<file path="config.mk">
export PLATFORM = sky130hd
export DESIGN_NAME = gmii_rx_frame_ctrl
export DESIGN_NICKNAME = d
export VERILOG_FILES = /design/src/rtl/eth_pkg.sv /design/src/rtl/crc32_d8.sv /design/src/rtl/gmii_rx_frame_ctrl.sv
export SDC_FILE = /design/constraint.sdc
export NUM_CORES = 1
export LEC_CHECK = 0
export CORE_MARGIN = 10
export CORE_UTILIZATION = 50
export CTS_CLUSTER_SIZE = 10
export DETAILED_ROUTE_END_ITERATION = 16
export GPL_TIMING_DRIVEN = 0
export HOLD_SLACK_MARGIN = 0.03
export MAX_ROUTING_LAYER = met4
export PLACE_DENSITY_LB_ADDON = 0.15
export SLEW_MARGIN = 0
export SYNTH_ARGS = -nofsm -noshare
export SYNTH_HDL_FRONTEND = slang
export SYNTH_SLANG_ARGS = --single-unit
</file>
<file path="constraint.sdc">
create_clock -name clk_i -period 2.4 [get_ports clk_i]
set_input_delay 0.48 -clock clk_i [delete_from_list [all_inputs] [get_ports clk_i]]
set_output_delay 0.48 -clock clk_i [all_outputs]
set_load 0.005 [all_outputs]
</file>
<file path="src/rtl/eth_pkg.sv">
// Shared Ethernet constants and types for the GMII receive/transmit frame logic.
package eth_pkg;
  localparam logic [7:0]  PREAMBLE_BYTE   = 8'h55;
  localparam logic [7:0]  SFD_BYTE        = 8'hD5;
  localparam logic [31:0] CRC32_POLY_REFL = 32'hEDB88320;
  localparam logic [31:0] CRC32_INIT      = 32'hFFFFFFFF;
  localparam logic [31:0] CRC32_RESIDUE   = 32'hDEBB20E3;

  localparam int TUSER_W         = 3;
  localparam int TUSER_CRC_BIT   = 0;
  localparam int TUSER_RUNT_BIT  = 1;
  localparam int TUSER_GIANT_BIT = 2;

  typedef enum logic [1:0] {ST_IDLE, ST_PREAMBLE, ST_DATA, ST_DROP} rx_state_t;

  typedef struct packed {
    logic [7:0]         tdata;
    logic               tvalid;
    logic               tlast;
    logic [TUSER_W-1:0] tuser;
  } axis_beat_t;
endpackage

</file>
<file path="src/rtl/crc32_d8.sv">
// One-byte step of the reflected IEEE 802.3 CRC32 (no final inversion).
module crc32_d8 import eth_pkg::*; (
  input  logic [31:0] crc_i,
  input  logic [7:0]  data_i,
  output logic [31:0] crc_o
);
  logic [31:0] c;

  always_comb begin
    c = crc_i ^ {24'h0, data_i};
    for (int i = 0; i < 8; i++)
      c = c[0] ? ((c >> 1) ^ CRC32_POLY_REFL) : (c >> 1);
    crc_o = c;
  end
endmodule

</file>
<file path="src/rtl/gmii_rx_frame_ctrl.sv">
// GMII receive framer: preamble/SFD hunt, optional FCS strip via a delay line,
// CRC/length checking and saturating good/bad frame counters.
module gmii_rx_frame_ctrl import eth_pkg::*; #(
  parameter int GMII_WIDTH = 8,
  parameter int MIN_LEN    = 64,
  parameter int MAX_LEN    = 1518,
  parameter int STRIP_FCS  = 1,
  parameter int CNT_WIDTH  = 32
) (
  input  logic                  clk_i,
  input  logic                  arstn_i,
  input  logic                  gmii_rx_en_i,
  input  logic [GMII_WIDTH-1:0] gmii_rxd_i,
  output logic [7:0]            m_axis_tdata_o,
  output logic                  m_axis_tvalid_o,
  output logic                  m_axis_tlast_o,
  output logic [TUSER_W-1:0]    m_axis_tuser_o,
  output logic [CNT_WIDTH-1:0]  frame_cnt_o,
  output logic [CNT_WIDTH-1:0]  err_cnt_o
);
  localparam int DEPTH = (STRIP_FCS != 0) ? 5 : 1;
  localparam int LEN_W = $clog2(MAX_LEN + 2);
  localparam logic [LEN_W-1:0] LEN_SAT = LEN_W'(MAX_LEN + 1);
  localparam logic [LEN_W-1:0] DEPTH_L = LEN_W'(DEPTH);
  localparam logic [LEN_W-1:0] MIN_L   = LEN_W'(MIN_LEN);
  localparam logic [LEN_W-1:0] MAX_L   = LEN_W'(MAX_LEN);

  rx_state_t             state_q, state_d;
  logic [31:0]           crc_q, crc_d, crc_nxt;
  logic [LEN_W-1:0]      len_q, len_d;
  logic [DEPTH-1:0][7:0] dl_q, dl_d;
  logic [CNT_WIDTH-1:0]  frame_cnt_q, frame_cnt_d, err_cnt_q, err_cnt_d;

  logic                  accept, eof, has_beat;
  logic [TUSER_W-1:0]    flags;
  axis_beat_t            beat;

  crc32_d8 u_crc (
    .crc_i  (crc_q),
    .data_i (gmii_rxd_i[7:0]),
    .crc_o  (crc_nxt)
  );

  assign accept   = (state_q == ST_DATA) && gmii_rx_en_i;
  assign eof      = (state_q == ST_DATA) && !gmii_rx_en_i;
  // The line holds DEPTH bytes once len reaches DEPTH; below that nothing is emitted.
  assign has_beat = (len_q >= DEPTH_L);

  always_comb begin
    flags                  = '0;
    flags[TUSER_CRC_BIT]   = (crc_q != CRC32_RESIDUE);
    flags[TUSER_RUNT_BIT]  = (len_q < MIN_L);
    flags[TUSER_GIANT_BIT] = (len_q > MAX_L);
  end

  always_comb begin
    beat        = '0;
    beat.tvalid = (accept || eof) && has_beat;
    beat.tlast  = eof && has_beat;
    beat.tdata  = beat.tvalid ? dl_q[DEPTH-1] : 8'h00;
    beat.tuser  = beat.tlast ? flags : '0;
  end

  assign m_axis_tdata_o  = beat.tdata;
  assign m_axis_tvalid_o = beat.tvalid;
  assign m_axis_tlast_o  = beat.tlast;
  assign m_axis_tuser_o  = beat.tuser;
  assign frame_cnt_o     = frame_cnt_q;
  assign err_cnt_o       = err_cnt_q;

  always_comb begin
    state_d     = state_q;
    crc_d       = crc_q;
    len_d       = len_q;
    dl_d        = dl_q;
    frame_cnt_d = frame_cnt_q;
    err_cnt_d   = err_cnt_q;
    case (state_q)
      ST_IDLE: begin
        if (gmii_rx_en_i)
          state_d = (gmii_rxd_i[7:0] == PREAMBLE_BYTE) ? ST_PREAMBLE : ST_DROP;
      end
      ST_PREAMBLE: begin
        if (!gmii_rx_en_i) begin
          state_d = ST_IDLE;
        end else if (gmii_rxd_i[7:0] == SFD_BYTE) begin
          state_d = ST_DATA;
          crc_d   = CRC32_INIT;
          len_d   = '0;
        end else if (gmii_rxd_i[7:0] != PREAMBLE_BYTE) begin
          state_d = ST_DROP;
        end
      end
      ST_DATA: begin
        if (gmii_rx_en_i) begin
          crc_d = crc_nxt;
          if (len_q != LEN_SAT) len_d = len_q + 1'b1;
          dl_d[0] = gmii_rxd_i[7:0];
          for (int i = 1; i < DEPTH; i++) dl_d[i] = dl_q[i-1];
        end else begin
          state_d = ST_IDLE;
          // A frame too short to yield a beat counts as bad regardless of its flags.
          if (!has_beat || (flags != '0)) begin
            if (err_cnt_q != '1) err_cnt_d = err_cnt_q + 1'b1;
          end else begin
            if (frame_cnt_q != '1) frame_cnt_d = frame_cnt_q + 1'b1;
          end
        end
      end
      ST_DROP: begin
        if (!gmii_rx_en_i) state_d = ST_IDLE;
      end
      default: state_d = ST_IDLE;
    endcase
  end

  always_ff @(posedge clk_i or negedge arstn_i) begin
    if (!arstn_i) begin
      state_q     <= ST_IDLE;
      crc_q       <= CRC32_INIT;
      len_q       <= '0;
      dl_q        <= '0;
      frame_cnt_q <= '0;
      err_cnt_q   <= '0;
    end else begin
      state_q     <= state_d;
      crc_q       <= crc_d;
      len_q       <= len_d;
      dl_q        <= dl_d;
      frame_cnt_q <= frame_cnt_d;
      err_cnt_q   <= err_cnt_d;
    end
  end
endmodule

</file>
==> flow_summary.ini <==
[run_status]
run_status = finished with violations
failed_checks = setup timing

[finish]
count_of_filler_cells_inserted_in_the_layout = 966
area_growth_syn_to_layout_pct = 39.56
post_route_cells_drive_above_1_share_pct = 25.73
nets = 927
number_of_antenna_cells_inserted = 0
seq_area_um2 = 3774
area_taken_by_multi_input_logic_gates_um2 = 4322

[yosys]
synth.net_count = 787
yosys-top-cells-count = sky130_fd_sc_hd__nand2_1 (156), sky130_fd_sc_hd__dfrtp_1 (117), sky130_fd_sc_hd__xnor2_1 (88)
avgSynthCellArea_um2 = 9.681
synth_area_leaders = sky130_fd_sc_hd__dfrtp_1 (39%), sky130_fd_sc_hd__dfstp_2 (11%), sky130_fd_sc_hd__xnor2_1 (10%), sky130_fd_sc_hd__nand2_1 (7.8%), sky130_fd_sc_hd__xor2_1 (5.5%)
synth-edff-count = 0
ys_ff_latch = 149
postSynth.topFlopCell = sky130_fd_sc_hd__dfrtp_1
yosysTopAreaCellShare_pct = 39.18
post_synth_num_cell_types = 54
synth.largest_area_cell = sky130_fd_sc_hd__dfrtp_1
yosys_warnings = 0
post-synth-top-count-cell = sky130_fd_sc_hd__nand2_1
syn-instance-count = 772
async_reset_ff_share_pct = 100.0
netlist_area_um2 = 7473
synth.yosys.seq_area_share_pct = 50.43

[flow_run]
maxCapViolCount = 0

[placed_design]
finalWeightedCongestion = 0.9244
placement.io_buffers = 87
dp_hpwl_mm = 12.81

[route]
ant_nets = 0
routed_wire_length_per_instance_um = 18.42
routed_wirelength_mm = 20.43
detail_route.first_pass.iterations = 5
vias_per_cell = 5.673
remaining_drc_errors = 0
via_count = 6291
drt_iter0_drc = 416

[floorplanning]
die_x_um = 142.3
initial_utilization_pct = 51.23
top_level_ports = 88
die-height_um = 142.3
dieArea_um2 = 20240
number_of_placement_rows = 44
core_region_area_um2 = 14590

[clocking]
cts_tree = yes
max-clock-path-buffers = 2
cts_made_buffers = 17
numClockSinks = 149
cts_root_buffer = sky130_fd_sc_hd__clkbuf_16
clock_tree.htree_level_count = 4
insertion_delay_ns = 0.43
worst_setup_hold_path_clk_slew_ns = 0.06

[global_route]
grt_pass1_vias = 6318
grtUsageTotal_pct = 20.10
overflow = 0
initial_antenna_violation_count = 0
grt_max_degree = 104
grt_pass1_wl_mm = 32.22

[critical_path]
critical_path.endpoint_type = output port
worstSetupStartpointType = register
cpPeakStageDelay_ns = 0.56
critical_path.most_common_cell = sky130_fd_sc_hd__buf_6
cp_num_buf_inv = 3
critical_path.cell_chain = or4_4 > nor2_4 > a31oi_4 > buf_6 > buf_6 > and2_4 > buf_6
worstPathArrival_ns = 2.18
timing.critical_path.fanout_max = 5
cpMaxStageDelayCell = sky130_fd_sc_hd__or4_4
worst_ep_required_time_ns = 1.92
worst-setup-path-type = register to output port
worst_path_dominant_cell_family = simple AND/OR/NAND/NOR gates

[sta]
highest_clock_rate_mhz = 375.3
final_hold_viol_count = 0
max-slew-margin-rel_pct = 52.88
min_period_ns = 2.664
tightest_slew_ns = 0.7018
timing.final.max_slew_violations = 0
fin_crit_sh_pct = 111.0
fin_skew_ns = 0.008971
finalSetupViolations = 66
final.hold.worst_slack_ns = 0.4641
rsz0062_at_grt = yes
setup_ws_ns = -0.2642

[pwr]
design_power_total_mw = 9.723
power.leakage_nw = 4.587
power_density_over_cell_area_nw_per_um2 = 932.2
vdd_ir_drop_max_uv = 728.8

[worst_hold_path]
holdCritPathClass = register to register
==> kinds of logic (layout without fill, tap and decap cells) <==
group	Yosys count	in the layout	synth area share (%)
xor gates and xnor gates	137	137	16.26
and+or+nand+nor	386	386	25.88
adders and majority gates	4	4	0.6697
AOI/OAI and AO/OA	57	57	4.454
buffers and inverters	37	190	2.009
muxes	2	2	0.3013
DFF	149	149	50.43
==> cell type report <==
class                      count  share of cell area, %
sequential                   149                  36.18
inverter                       4                 0.1440
clock inverter                15                  1.871
clock buffer                  17                  4.079
timing repair buffer         125                  12.26
multi-input combinational    586                  41.43
buffer                        29                  1.823
tap                          184                  2.207
==> sequential cells by signal, summed over array words and instances (netlist names) <==
register	count
dl_q	40
crc_q	32
state_q	2
len_q	11
frame_cnt_o	32
err_cnt_o	32
==> stage by stage <==
step | setup WS, ns | utilization [%] | area (um^2) | std cells | TNS (ns)
CTS | -0.2722 | 68.39 | 9977 | 1106 | -7.223
detailed placement | -0.8997 | 59.12 | 8625 | 1044 | -56.46
global placement | -5.009 | 58.92 | 8596 | 1043 | -741.59
global route | -0.3301 | 71.49 | 10430 | 1109 | -12.55
finish | -0.2642 | 71.49 | 10430 | 1109 | -6.274
floorplan | -0.07245 | - | 7495 | 772 | -0.07245
==> cells in the final DEF, fill, tap and decap left out, types with 7 or more instances in the layout <==
cell type | Yosys | routed
sky130_fd_sc_hd__nor3_4 | 0 | 11
sky130_fd_sc_hd__buf_6 | 1 | 25
sky130_fd_sc_hd__buf_2 | 3 | 7
sky130_fd_sc_hd__a21oi_1 | 31 | 31
sky130_fd_sc_hd__clkdlybuf4s50_1 | 0 | 73
sky130_fd_sc_hd__buf_8 | 0 | 7
sky130_fd_sc_hd__nand4_1 | 32 | 32
sky130_fd_sc_hd__buf_4 | 0 | 17
sky130_fd_sc_hd__xnor2_2 | 1 | 16
sky130_fd_sc_hd__and3_1 | 14 | 13
sky130_fd_sc_hd__or4_4 | 2 | 7
sky130_fd_sc_hd__clkbuf_16 | 0 | 19
sky130_fd_sc_hd__o21ai_0 | 10 | 10
sky130_fd_sc_hd__and4_1 | 9 | 9
sky130_fd_sc_hd__nor3_1 | 20 | 8
sky130_fd_sc_hd__clkbuf_1 | 25 | 13
sky130_fd_sc_hd__nand3_4 | 0 | 7
sky130_fd_sc_hd__dfstp_2 | 32 | 32
sky130_fd_sc_hd__nand3_2 | 0 | 10
sky130_fd_sc_hd__and2_1 | 15 | 9
sky130_fd_sc_hd__nand2_1 | 156 | 150
sky130_fd_sc_hd__dfrtp_1 | 117 | 113
sky130_fd_sc_hd__nor4_4 | 2 | 12
sky130_fd_sc_hd__nand3_1 | 37 | 20
sky130_fd_sc_hd__xnor2_1 | 88 | 73
sky130_fd_sc_hd__xor2_1 | 47 | 46
sky130_fd_sc_hd__nor2_1 | 60 | 53
==> worst reg2reg max path, stage by stage, from the launching register on <==
cell,delay [ns]
sky130_fd_sc_hd__dfrtp_1,0.40
sky130_fd_sc_hd__or4_4,0.56
sky130_fd_sc_hd__nor2_4,0.15
sky130_fd_sc_hd__buf_4,0.14
sky130_fd_sc_hd__buf_6,0.08
sky130_fd_sc_hd__buf_6,0.09
sky130_fd_sc_hd__nand3b_4,0.15
sky130_fd_sc_hd__buf_6,0.11
sky130_fd_sc_hd__nor2_4,0.06
sky130_fd_sc_hd__buf_6,0.13
sky130_fd_sc_hd__or4_4,0.52
sky130_fd_sc_hd__xnor2_2,0.15
==> metal layers <==
layer / share of wire (%) / routed length (um) / up-vias / track usage (%)
li1: - / - / 2900 / -
met1: 43 / 8772 / 3160 / 24.78
met3: 5.8 / 1181 / 32 / 4.406
met5: 0 / 0 / - / -
met4: 1.8 / 365 / 0 / 7.639
met2: 49 / 10110 / 199 / 31.72
==> report_power, final <==
part	internal (mW)	leakage [nW]	switching (mW)
combinational	1.53	2.38	1.75
sequential	3.17	1.91	0.452
clock	1.67	0.297	1.16
==> worst paths after layout <==
| check | endpoint | start | cells past startpoint | slack, ns |
|---|---|---|---|---|
| worst max register to register | err_cnt_o[7] | len_q[8] | 11 | -0.24 |
| max in group asynchronous | crc_q[23] | arstn_i | 3 | 0.97 |
| worst min-delay path | dl_q[36] | dl_q[36] | 2 | 0.46 |
| worst min register to register | dl_q[36] | dl_q[36] | 2 | 0.46 |
| worst max-delay path | m_axis_tdata_o[7] | len_q[8] | 7 | -0.26 |
| min in group asynchronous | err_cnt_o[11] | arstn_i | 2 | 0.54 |
==> timing repair <==
action / CTS / global route
pin swaps: 63 / 51
setup endpoints to repair: 112 / 106
hold endpoints to repair: 46 / 0
hold buffers: 1 / 0
resized for setup: 173 / 81
buffers inserted: 27 / 5
cloned: 4 / 1
Note: power is estimated with default switching activity, not from simulation.
